$ cat src/rtl/ii_pkg.sv
// rtl/ii_pkg.sv - shared integral-image constants, FSM states and corner tags
package ii_pkg;

    localparam int IMG_W  = 160;
    localparam int IMG_H  = 120;
    localparam int ADDR_W = 15;
    localparam int DATA_W = 32;

    typedef enum logic [1:0] {
        IDLE  = 2'd0,
        ISSUE = 2'd1,
        DRAIN = 2'd2,
        RESP  = 2'd3
    } state_t;

    // Bit k set means corner k (A, B, C, D) is subtracted: +A -B -C +D
    localparam logic [3:0] CORNER_NEG = 4'b0110;

    // Per-read tag travelling alongside the buffer read latency
    typedef struct packed {
        logic valid;
        logic neg;
        logic zero;
    } tag_t;

endpackage

$ cat src/rtl/ii_rect_sum_reader_if.sv
// rtl/ii_rect_sum_reader_if.sv - request, buffer port-B and response signals
interface ii_rect_sum_reader_if;
    import ii_pkg::*;

    logic              req_valid;
    logic              req_ready;
    logic [7:0]        req_x;
    logic [6:0]        req_y;
    logic [7:0]        req_w;
    logic [6:0]        req_h;
    logic              rd_en;
    logic [ADDR_W-1:0] rd_addr;
    logic [DATA_W-1:0] rd_data;
    logic              rsp_valid;
    logic              rsp_ready;
    logic [DATA_W-1:0] rsp_sum;
    logic              rsp_err;

    // Reader side: accepts requests, drives port B, produces responses
    modport slave (
        input  req_valid, req_x, req_y, req_w, req_h, rd_data, rsp_ready,
        output req_ready, rd_en, rd_addr, rsp_valid, rsp_sum, rsp_err
    );

    // Requester / buffer side
    modport master (
        output req_valid, req_x, req_y, req_w, req_h, rd_data, rsp_ready,
        input  req_ready, rd_en, rd_addr, rsp_valid, rsp_sum, rsp_err
    );

endinterface

$ cat src/rtl/ii_corner_addr.sv
// rtl/ii_corner_addr.sv - corner coordinate to buffer address with zero-corner flag
module ii_corner_addr
    import ii_pkg::*;
(
    input  logic signed [8:0]  cx,
    input  logic signed [7:0]  cy,
    output logic [ADDR_W-1:0]  addr,
    output logic               zero
);

    // A corner left of column 0 or above row 0 contributes nothing and reads address 0
    always_comb begin
        zero = cx[8] | cy[7];
        addr = '0;
        if (!zero) begin
            addr = ADDR_W'(cy[6:0]) * ADDR_W'(IMG_W) + ADDR_W'(cx[7:0]);
        end
    end

endmodule

$ cat src/rtl/ii_rect_sum_reader.sv
// rtl/ii_rect_sum_reader.sv - fetches four integral-image corners and returns the rectangle sum
module ii_rect_sum_reader
    import ii_pkg::*;
#(
    parameter int RD_LAT = 1
)
(
    input  logic                 clk,
    input  logic                 rst_n,
    ii_rect_sum_reader_if.slave  bus
);

    state_t                   state_q, state_d;
    logic [7:0]               x_q, x_d, w_q, w_d;
    logic [6:0]               y_q, y_d, h_q, h_d;
    logic [1:0]               cnt_q, cnt_d;
    logic                     err_q, err_d;
    logic signed [DATA_W:0]   acc_q, acc_d;
    tag_t [RD_LAT-1:0]        pipe_q, pipe_d;

    logic signed [8:0]        cx;
    logic signed [7:0]        cy;
    logic [ADDR_W-1:0]        caddr;
    logic                     czero;
    logic                     issue;
    logic                     in_bounds;
    tag_t                     ret;
    logic                     unused_acc_sign;

    assign issue           = (state_q == ISSUE);
    assign ret             = pipe_q[RD_LAT-1];
    assign unused_acc_sign = acc_q[DATA_W];

    // Corner index bit 0 picks the right edge, bit 1 the bottom edge: A, B, C, D
    always_comb begin
        cx = cnt_q[0] ? $signed({1'b0, x_q} + {1'b0, w_q} - 9'd1)
                      : $signed({1'b0, x_q} - 9'd1);
        cy = cnt_q[1] ? $signed({1'b0, y_q} + {1'b0, h_q} - 8'd1)
                      : $signed({1'b0, y_q} - 8'd1);
    end

    ii_corner_addr u_corner_addr (
        .cx   (cx),
        .cy   (cy),
        .addr (caddr),
        .zero (czero)
    );

    // Bounds check on the live request fields, used only in the accept cycle
    always_comb begin
        in_bounds = (bus.req_w != 8'd0) && (bus.req_h != 7'd0)
                 && ({1'b0, bus.req_x} + {1'b0, bus.req_w} <= 9'(IMG_W))
                 && ({1'b0, bus.req_y} + {1'b0, bus.req_h} <= 8'(IMG_H));
    end

    // Tag shift register, accumulation of returned words, and request FSM
    always_comb begin
        state_d = state_q;
        x_d     = x_q;
        y_d     = y_q;
        w_d     = w_q;
        h_d     = h_q;
        cnt_d   = cnt_q;
        err_d   = err_q;
        acc_d   = acc_q;

        pipe_d[0].valid = issue;
        pipe_d[0].neg   = CORNER_NEG[cnt_q];
        pipe_d[0].zero  = czero;
        for (int i = 1; i < RD_LAT; i++) begin
            pipe_d[i] = pipe_q[i-1];
        end

        if (ret.valid && !ret.zero) begin
            acc_d = ret.neg ? acc_q - $signed({1'b0, bus.rd_data})
                            : acc_q + $signed({1'b0, bus.rd_data});
        end

        case (state_q)
            IDLE: begin
                if (bus.req_valid) begin
                    x_d   = bus.req_x;
                    y_d   = bus.req_y;
                    w_d   = bus.req_w;
                    h_d   = bus.req_h;
                    cnt_d = 2'd0;
                    acc_d = '0;
                    err_d = !in_bounds;
                    state_d = in_bounds ? ISSUE : RESP;
                end
            end
            ISSUE: begin
                cnt_d = cnt_q + 2'd1;
                if (cnt_q == 2'd3) begin
                    state_d = DRAIN;
                end
            end
            DRAIN: begin
                if (cnt_q == 2'(RD_LAT - 1)) begin
                    state_d = RESP;
                end else begin
                    cnt_d = cnt_q + 2'd1;
                end
            end
            RESP: begin
                if (bus.rsp_ready) begin
                    state_d = IDLE;
                end
            end
            default: state_d = IDLE;
        endcase
    end

    // State registers; reset drops any request and read data still in flight
    always_ff @(posedge clk) begin
        if (!rst_n) begin
            state_q <= IDLE;
            x_q     <= '0;
            y_q     <= '0;
            w_q     <= '0;
            h_q     <= '0;
            cnt_q   <= '0;
            err_q   <= 1'b0;
            acc_q   <= '0;
            pipe_q  <= '0;
        end else begin
            state_q <= state_d;
            x_q     <= x_d;
            y_q     <= y_d;
            w_q     <= w_d;
            h_q     <= h_d;
            cnt_q   <= cnt_d;
            err_q   <= err_d;
            acc_q   <= acc_d;
            pipe_q  <= pipe_d;
        end
    end

    assign bus.req_ready = rst_n && (state_q == IDLE);
    assign bus.rd_en     = issue && !czero;
    assign bus.rd_addr   = issue ? caddr : '0;
    assign bus.rsp_valid = (state_q == RESP);
    assign bus.rsp_sum   = acc_q[DATA_W-1:0];
    assign bus.rsp_err   = err_q;

endmodule
$ cat src/flat_wrapper.sv
// flat-port wrapper written by rule: the top's interface ports become plain ports
module ii_rect_sum_reader_flat import ii_pkg::*;
#(
    parameter int RD_LAT = 1
)
  (clk, rst_n, bus_req_valid, bus_req_x, bus_req_y, bus_req_w, bus_req_h, bus_rd_data, bus_rsp_ready, bus_req_ready, bus_rd_en, bus_rd_addr, bus_rsp_valid, bus_rsp_sum, bus_rsp_err);
  ii_rect_sum_reader_if bus_i ();
  input  logic clk;
  input  logic rst_n;
  input wire logic [$bits(bus_i.req_valid)-1:0] bus_req_valid;
  input wire logic [$bits(bus_i.req_x)-1:0] bus_req_x;
  input wire logic [$bits(bus_i.req_y)-1:0] bus_req_y;
  input wire logic [$bits(bus_i.req_w)-1:0] bus_req_w;
  input wire logic [$bits(bus_i.req_h)-1:0] bus_req_h;
  input wire logic [$bits(bus_i.rd_data)-1:0] bus_rd_data;
  input wire logic [$bits(bus_i.rsp_ready)-1:0] bus_rsp_ready;
  output wire logic [$bits(bus_i.req_ready)-1:0] bus_req_ready;
  output wire logic [$bits(bus_i.rd_en)-1:0] bus_rd_en;
  output wire logic [$bits(bus_i.rd_addr)-1:0] bus_rd_addr;
  output wire logic [$bits(bus_i.rsp_valid)-1:0] bus_rsp_valid;
  output wire logic [$bits(bus_i.rsp_sum)-1:0] bus_rsp_sum;
  output wire logic [$bits(bus_i.rsp_err)-1:0] bus_rsp_err;
  assign bus_i.req_valid = bus_req_valid;
  assign bus_i.req_x = bus_req_x;
  assign bus_i.req_y = bus_req_y;
  assign bus_i.req_w = bus_req_w;
  assign bus_i.req_h = bus_req_h;
  assign bus_i.rd_data = bus_rd_data;
  assign bus_i.rsp_ready = bus_rsp_ready;
  assign bus_req_ready = bus_i.req_ready;
  assign bus_rd_en = bus_i.rd_en;
  assign bus_rd_addr = bus_i.rd_addr;
  assign bus_rsp_valid = bus_i.rsp_valid;
  assign bus_rsp_sum = bus_i.rsp_sum;
  assign bus_rsp_err = bus_i.rsp_err;
  ii_rect_sum_reader #(.RD_LAT(RD_LAT)) u_core (.clk(clk), .rst_n(rst_n), .bus(bus_i));
endmodule
$ cat config.mk
export PLATFORM = sky130hd
export DESIGN_NAME = ii_rect_sum_reader_flat
export DESIGN_NICKNAME = d
export VERILOG_FILES = /design/src/rtl/ii_pkg.sv /design/src/rtl/ii_rect_sum_reader_if.sv /design/src/rtl/ii_corner_addr.sv /design/src/rtl/ii_rect_sum_reader.sv /design/src/flat_wrapper.sv
export SDC_FILE = /design/constraint.sdc
export NUM_CORES = 1
export LEC_CHECK = 0
export ABC_CLOCK_PERIOD_IN_PS = 12600
export BUFFER_PORTS_ARGS = -buffer_cell sky130_fd_sc_hd__buf_4
export CAP_MARGIN = 20
export CORE_MARGIN = 5
export CORE_UTILIZATION = 60
export CTS_BUF_LIST = sky130_fd_sc_hd__clkbuf_2 sky130_fd_sc_hd__clkbuf_4 sky130_fd_sc_hd__clkbuf_8
export CTS_CLUSTER_DIAMETER = 40
export DETAILED_ROUTE_END_ITERATION = 8
export HOLD_SLACK_MARGIN = 0.03
export MAX_ROUTING_LAYER = met4
export PLACE_DENSITY_LB_ADDON = 0.12
export SLEW_MARGIN = 20
export SYNTH_ARGS = -nofsm -noshare
export SYNTH_HDL_FRONTEND = slang
export SYNTH_HIERARCHICAL = 1
export SYNTH_SLANG_ARGS = --single-unit
$ cat constraint.sdc
create_clock -name clk -period 12.6 [get_ports clk]
set_clock_uncertainty 0.15 [all_clocks]
set_input_delay 2.52 -clock clk [delete_from_list [all_inputs] [get_ports clk]]
set_output_delay 2.52 -clock clk [all_outputs]
set_load 0.02 [all_outputs]
* Yosys cells after proc, flatten, opt, wreduce, memory -nomap -nowiden
Cells that the tools add are included.
** Storage, ports and cells
- Input port bits :: 66
- Output and inout bits :: 51
- Bits in registers :: 71
- Logic and storage cells :: 73
** Cells by class
- Reduce and logical (&&, ||, !) cells :: 17
- Multiply operators :: 1
- $lt $le $gt $ge :: 3
- Muxes and demuxes :: 19
- Equality and inequality tests :: 9
- Add/subtract/negate cells :: 12
- Bitwise operators :: 1
** Operators with widths (number)
- $mux W33 :: 4
- $add A33 B33 Y33 :: 1
- $sub A33 B33 Y33 :: 1
- $mux W15 :: 2
- $add A8 B8 Y9 :: 2
- $add A7 B7 Y8 :: 2
- $add A15 B8 Y15 :: 1
- $mux W2 :: 7
- $mul A7 B3 Y10 const B :: 1
- $le A9 B8 Y1 const B :: 1
- $mux W9 :: 1
- $sub A8 B1 Y9 const B :: 1
- $sub A9 B1 Y9 const B :: 1
- $le A8 B7 Y1 const B :: 1
- $mux W8 :: 1
- $ne A2 B2 Y1 const B :: 4
- $pmux W2 S4 :: 1
- $reduce_bool A8 Y1 :: 1
- $sub A7 B1 Y8 const B :: 1
- $sub A8 B1 Y8 const B :: 1
- $reduce_bool A7 Y1 :: 1
- $eq A2 B2 Y1 const B :: 3
- $logic_and A1 B1 Y1 :: 6
- $pmux W2 S3 :: 1
- other kinds (13) :: 16

* Logic depth before layout (Yosys ltp)
- Word-level depth :: 7
- Depth in mapped cells :: 20

* Cells and area by module
The synthesis kept the hierarchy.
** By module, submodules not included
- ii_rect_sum_reader :: instances 1, cells each 902, area an instance 6779.0 µm², sequential area each 1401.3 µm²
- ii_corner_addr :: instances 1, cells each 73, area an instance 585.6 µm², sequential area each 0.0 µm²

* Worst setup path before layout
No wires, ideal clock.
- Kind :: reg2out
- Start point :: reg u_core.y_q[2]
- End point :: out bus_rd_addr[14]
- Arrival :: 3.762 ns
- Stages on the path, launching flop included :: 19
- Slack :: 6.168 ns
- Cell sequence :: dfxtp_1 -> inv_1 -> ha_1 -> inv_1 -> ha_1 -> a21o_1 -> a21o_1 -> a21o_1 -> a21oi_1 -> xor2_1 -> a21oi_1 -> ha_1 -> ha_1 -> nor2_1 -> a21oi_1 -> xor2_1 -> a31oi_1 -> a211oi_2 -> and2_1
** On the way
- Word-level cells in the longest chain between the ends :: 7
** RTL lines
- start: declaration :: line ii_rect_sum_reader.sv:15 : logic [6:0] y_q, y_d, h_q, h_d;
- start signal: assignment :: line ii_rect_sum_reader.sv:129 : y_q <= y_d;
- $add A7 B7 Y8 :: line ii_rect_sum_reader.sv:38 : cy = cnt_q[1] ? $signed({1'b0, y_q} + {1'b0, h_q} - 8'd1)
- $sub A8 B1 Y8 :: line ii_rect_sum_reader.sv:38
- $mux W8 (*) :: line ii_rect_sum_reader.sv:38
- named net u_core.cy[6] :: line ii_rect_sum_reader.sv:22 : logic signed [7:0] cy;
- $mul A7 B3 Y10 (*) :: line ii_corner_addr.sv:16 : addr = ADDR_W'(cy[6:0]) * ADDR_W'(IMG_W) + ADDR_W'(cx[7:0]);
- $add A15 B8 Y15 (*) :: line ii_corner_addr.sv:16
- $mux W15 (*) :: line ii_corner_addr.sv:15 : if (!zero) begin
- named net u_core.caddr[14] :: line ii_rect_sum_reader.sv:23 : logic [ADDR_W-1:0] caddr;
- $mux W15 (*) :: line ii_rect_sum_reader.sv:141 : assign bus.rd_addr = issue ? caddr : '0;
- end: declaration :: line flat_wrapper.sv:19 : output wire logic [$bits(bus_i.rd_addr)-1:0] bus_rd_addr;
The timed path passes the listed nets; every way through them passes the cells marked *.

* Final worst setup path
Ends and elaborated chain as after synthesis.

==> impl_metrics.tcl <==
set metrics [dict create \
    status "completed" \
    area_growth_pct 15.9 \
    overflow 0 \
    ys_warn_count 6 \
    slowest_stage "a21oi_1" \
    slew_headroom_pct 36.3 \
    drc 0 \
    antenna_found_initial 0 \
    grt_max_degree 57 \
    fillers 1020 \
    synth_xor_area_share_pct 9.75 \
    finalHoldViolCount 0 \
    antenna_left 0 \
    power_mw 1.81 \
    initial_core_util_pct 61.3 \
    cts-resized-gates 0 \
    io_pins 117 \
    reg2reg_depth 11 \
    arrival_ps 4620 \
    synth_top_cells_by_count "nand2_1 (105), ha_1 (97), inv_1 (92)" \
    async_flop_share_pct 0 \
    holdBufCountCts 0 \
    synth_top_area_share_pct 19.0 \
    rr_startpoint "u_core/pipe_q[1]" \
    drt-met1-wl_mm 8.30 \
    synth_ff_type "dfxtp_1" \
    cts.sinks 70 \
    clock_insertion_delay_worst_skew_ps 350 \
    grt_pass1_vias 6796 \
    drv_cap 0 \
    vdd_drop_max_v 0.000189 \
    crit_path_frequent_cell "ha_1" \
    synth_fa_ha_area_share_pct 18.4 \
    post_cts_buffers 0 \
    final.setup.tns_ps 0 \
    drive_gt1_share_pct 15.5 \
    hpwl_mm 14.9 \
    cp-start-kind "flop" \
    cts_tree "built" \
    vias 7155 \
    ys_types 77 \
    ys_seq_area_share_pct 19.0 \
    r2r-end "u_core/acc_q[18]" \
    final_util_pct 71.1 \
    r2r_setup_slack_ps 8960 \
    p_leak_nw 3.92 \
    synth_edf_count 0 \
    final_nets 1248 \
    grt_setup_unrepaired "no" \
    synth-simple-area-share_pct 22.4 \
    power_density_nw_per_um2 212 \
    synth_top_family_by_area "simple AND/OR/NAND/NOR gates" \
    cp-startpoint "u_core/y_q[2]" \
    finalCriticalPeriod_ps 7290 \
    worstSetupEndpoint "bus_rd_addr[14]" \
    path_cells "inv_1, ha_1, inv_1, ha_1, a21o_1, a21o_1, a21o_1, a21oi_1, xor2_1, a21oi_1, ha_1, ha_1, nor2_1, a21oi_1, xor2_1, a31oi_1, a211oi_2, and2_1, buf_4" \
    crit_path_max_incr_delay_ps 400 \
    syn_inst 975 \
    io_buffers 116 \
    worstSetupEndpointType "primary output" \
    wl_mm 18.6 \
    grt_pass1_wl_mm 31.0 \
    hold_path.class "reg -> reg" \
    synth.most_common_cell "nand2_1" \
    worstSetupPathType "reg -> out" \
    drt_iter0_drc 441 \
    met2_length_mm 8.99 \
    track_usage_pct 26.4 \
    synth_top_area_cell "dfxtp_1" \
    clockBufferDepth 2 \
    multi_input_area_um2 5490 \
    root_buffer "clkbuf_8" \
    finalSetupViolations 0 \
    seq_area_um2 1400 \
    path_max_fanout 5 \
    clk_pin_slew_ps 80 \
    synth_compound_area_share_pct 22.4 \
    dr.pass1.iters 5 \
    tightest_slew_ps 956 \
    dr_wl_met3_um 801 \
    fmax_mhz 137 \
    finalWeightedCongestion 0.924 \
    finalMaxSlewViolations 0 \
    synth_mux_area_share_pct 1.44 \
    ctsHtreeMaxLevel 3 \
    finalCritPeriodShare_pct 57.8 \
    post_drt_wl_per_cell_um 15.1 \
    rows 40 \
    fp.dieH_um 121 \
    die_w_um 121 \
    ys_ff_latch 70 \
    core_um2 12000 \
    fp.dieArea_um2 14600 \
    critPathRequiredTime_ps 9930 \
    synth_area_um2 7360 \
    antenna_cells 0 \
    netlist_top_cells_area "dfxtp_1 (19%), ha_1 (16%), xnor2_1 (6.5%)" \
    vias_per_cell 5.82 \
    highest_layer "met4" \
    synth_nets 1145 \
    cts_buffers 9 \
    syn_area_per_cell_um2 7.55 \
]
worst min-delay path by stage:
| stage | from | to | slack [ps] | cells after the start |
|---|---|---|---|---|
| 6_report | u_core/acc_q[7] | u_core/acc_q[7] | 330 | 2 |
| 5_1_grt | u_core/acc_q[7] | u_core/acc_q[7] | 350 | 2 |
| 4_1_cts | u_core/acc_q[7] | u_core/acc_q[7] | 330 | 2 |
| 3_5_place_dp | u_core/acc_q[15] | u_core/acc_q[15] | 320 | 2 |
| 3_3_place_gp | u_core/acc_q[8] | u_core/acc_q[8] | 310 | 2 |
| 2_1_floorplan | u_core/h_q[0] | u_core/h_q[0] | 300 | 2 |
state kept, by name, summed over array words and instances (netlist names):
name / count
u_core/state_q: 2
u_core/pipe_q: 3
u_core/cnt_q: 2
u_core/y_q: 7
u_core/bus.rsp_err: 1
u_core/x_q: 8
u_core/acc_q: 32
u_core/h_q: 7
u_core/w_q: 8
cells in the final DEF, fill, tap and decap left out, types with 5 or more instances in the layout:
master and instances:
xnor2_1 55, buf_4 121, and3_1 7, a211oi_1 9
nand2b_1 13, xor2_1 27, inv_1 92, o211ai_1 8
nand2_1 105, ha_1 97, a21oi_1 75, o21a_1 5
dfxtp_1 70, or3_1 8, nand3_1 18, and2_1 31
nor4_1 15, mux2i_1 5, fa_1 7, or4_1 5
nor2_1 66, o21bai_1 8, o21ai_0 77, a31oi_1 13
clkbuf_8 10, a21o_1 26, nand4_1 11, nor3_1 15
through the flow:
stage	std cells	area (µm²)	hold WS, ps	worst slack, ps
after detailed placement	1214	8330	319	5750
after global placement	1214	8330	313	5910
after floorplan	975	7360	304	6170
after global routing	1230	8540	355	5000
final	1230	8540	328	5310
after CTS	1230	8540	330	5340
per-layer routing:
| layer | vias to the layer above | global-route usage, % |
|---|---|---|
| met5 | - | - |
| met4 | 0 | 9.56 |
| met3 | 35 | 2.85 |
| met2 | 203 | 44.9 |
| met1 | 3296 | 32.4 |
| li1 | 3621 | - |
power by group:
group	internal, mW	total (mW)	switching (mW)	leakage (nW)
Sequential	0.258	0.285	0.0275	0.570
Clock	0.104	0.191	0.0871	0.108
Combinational	0.566	1.33	0.765	3.25
Total	0.927	1.81	0.879	3.92
final cells by class:
class                           count  share of cell area, %
Timing Repair Buffer              121                   10.6
Clock inverter                      3                  0.513
Tap cell                          147                   2.15
Sequential cell                    70                   16.4
Multi-Input combinational cell    782                   64.3
Inverter                           94                   4.13
Clock buffer                       13                   1.88
worst max-delay path: cells and delay by family (launching register included):
family	cells	cell delay [ps]
AOI/OAI and AO/OA	8	1690
adders and majority gates	4	1290
xor gates and xnor gates	2	440
DFF	1	380
buffers and inverters	3	280
and+or+nand+nor	2	190
cell families (layout without fill, tap and decap cells):
kind of cell	Yosys count	count (layout)
muxes	9	9
adders and majority gates	104	104
buffers and inverters	123	231
xor gates and xnor gates	82	82
AOI/OAI and AO/OA	260	260
DFF	70	70
and+or+nand+nor	327	327
(Power assumes the default switching activity.)
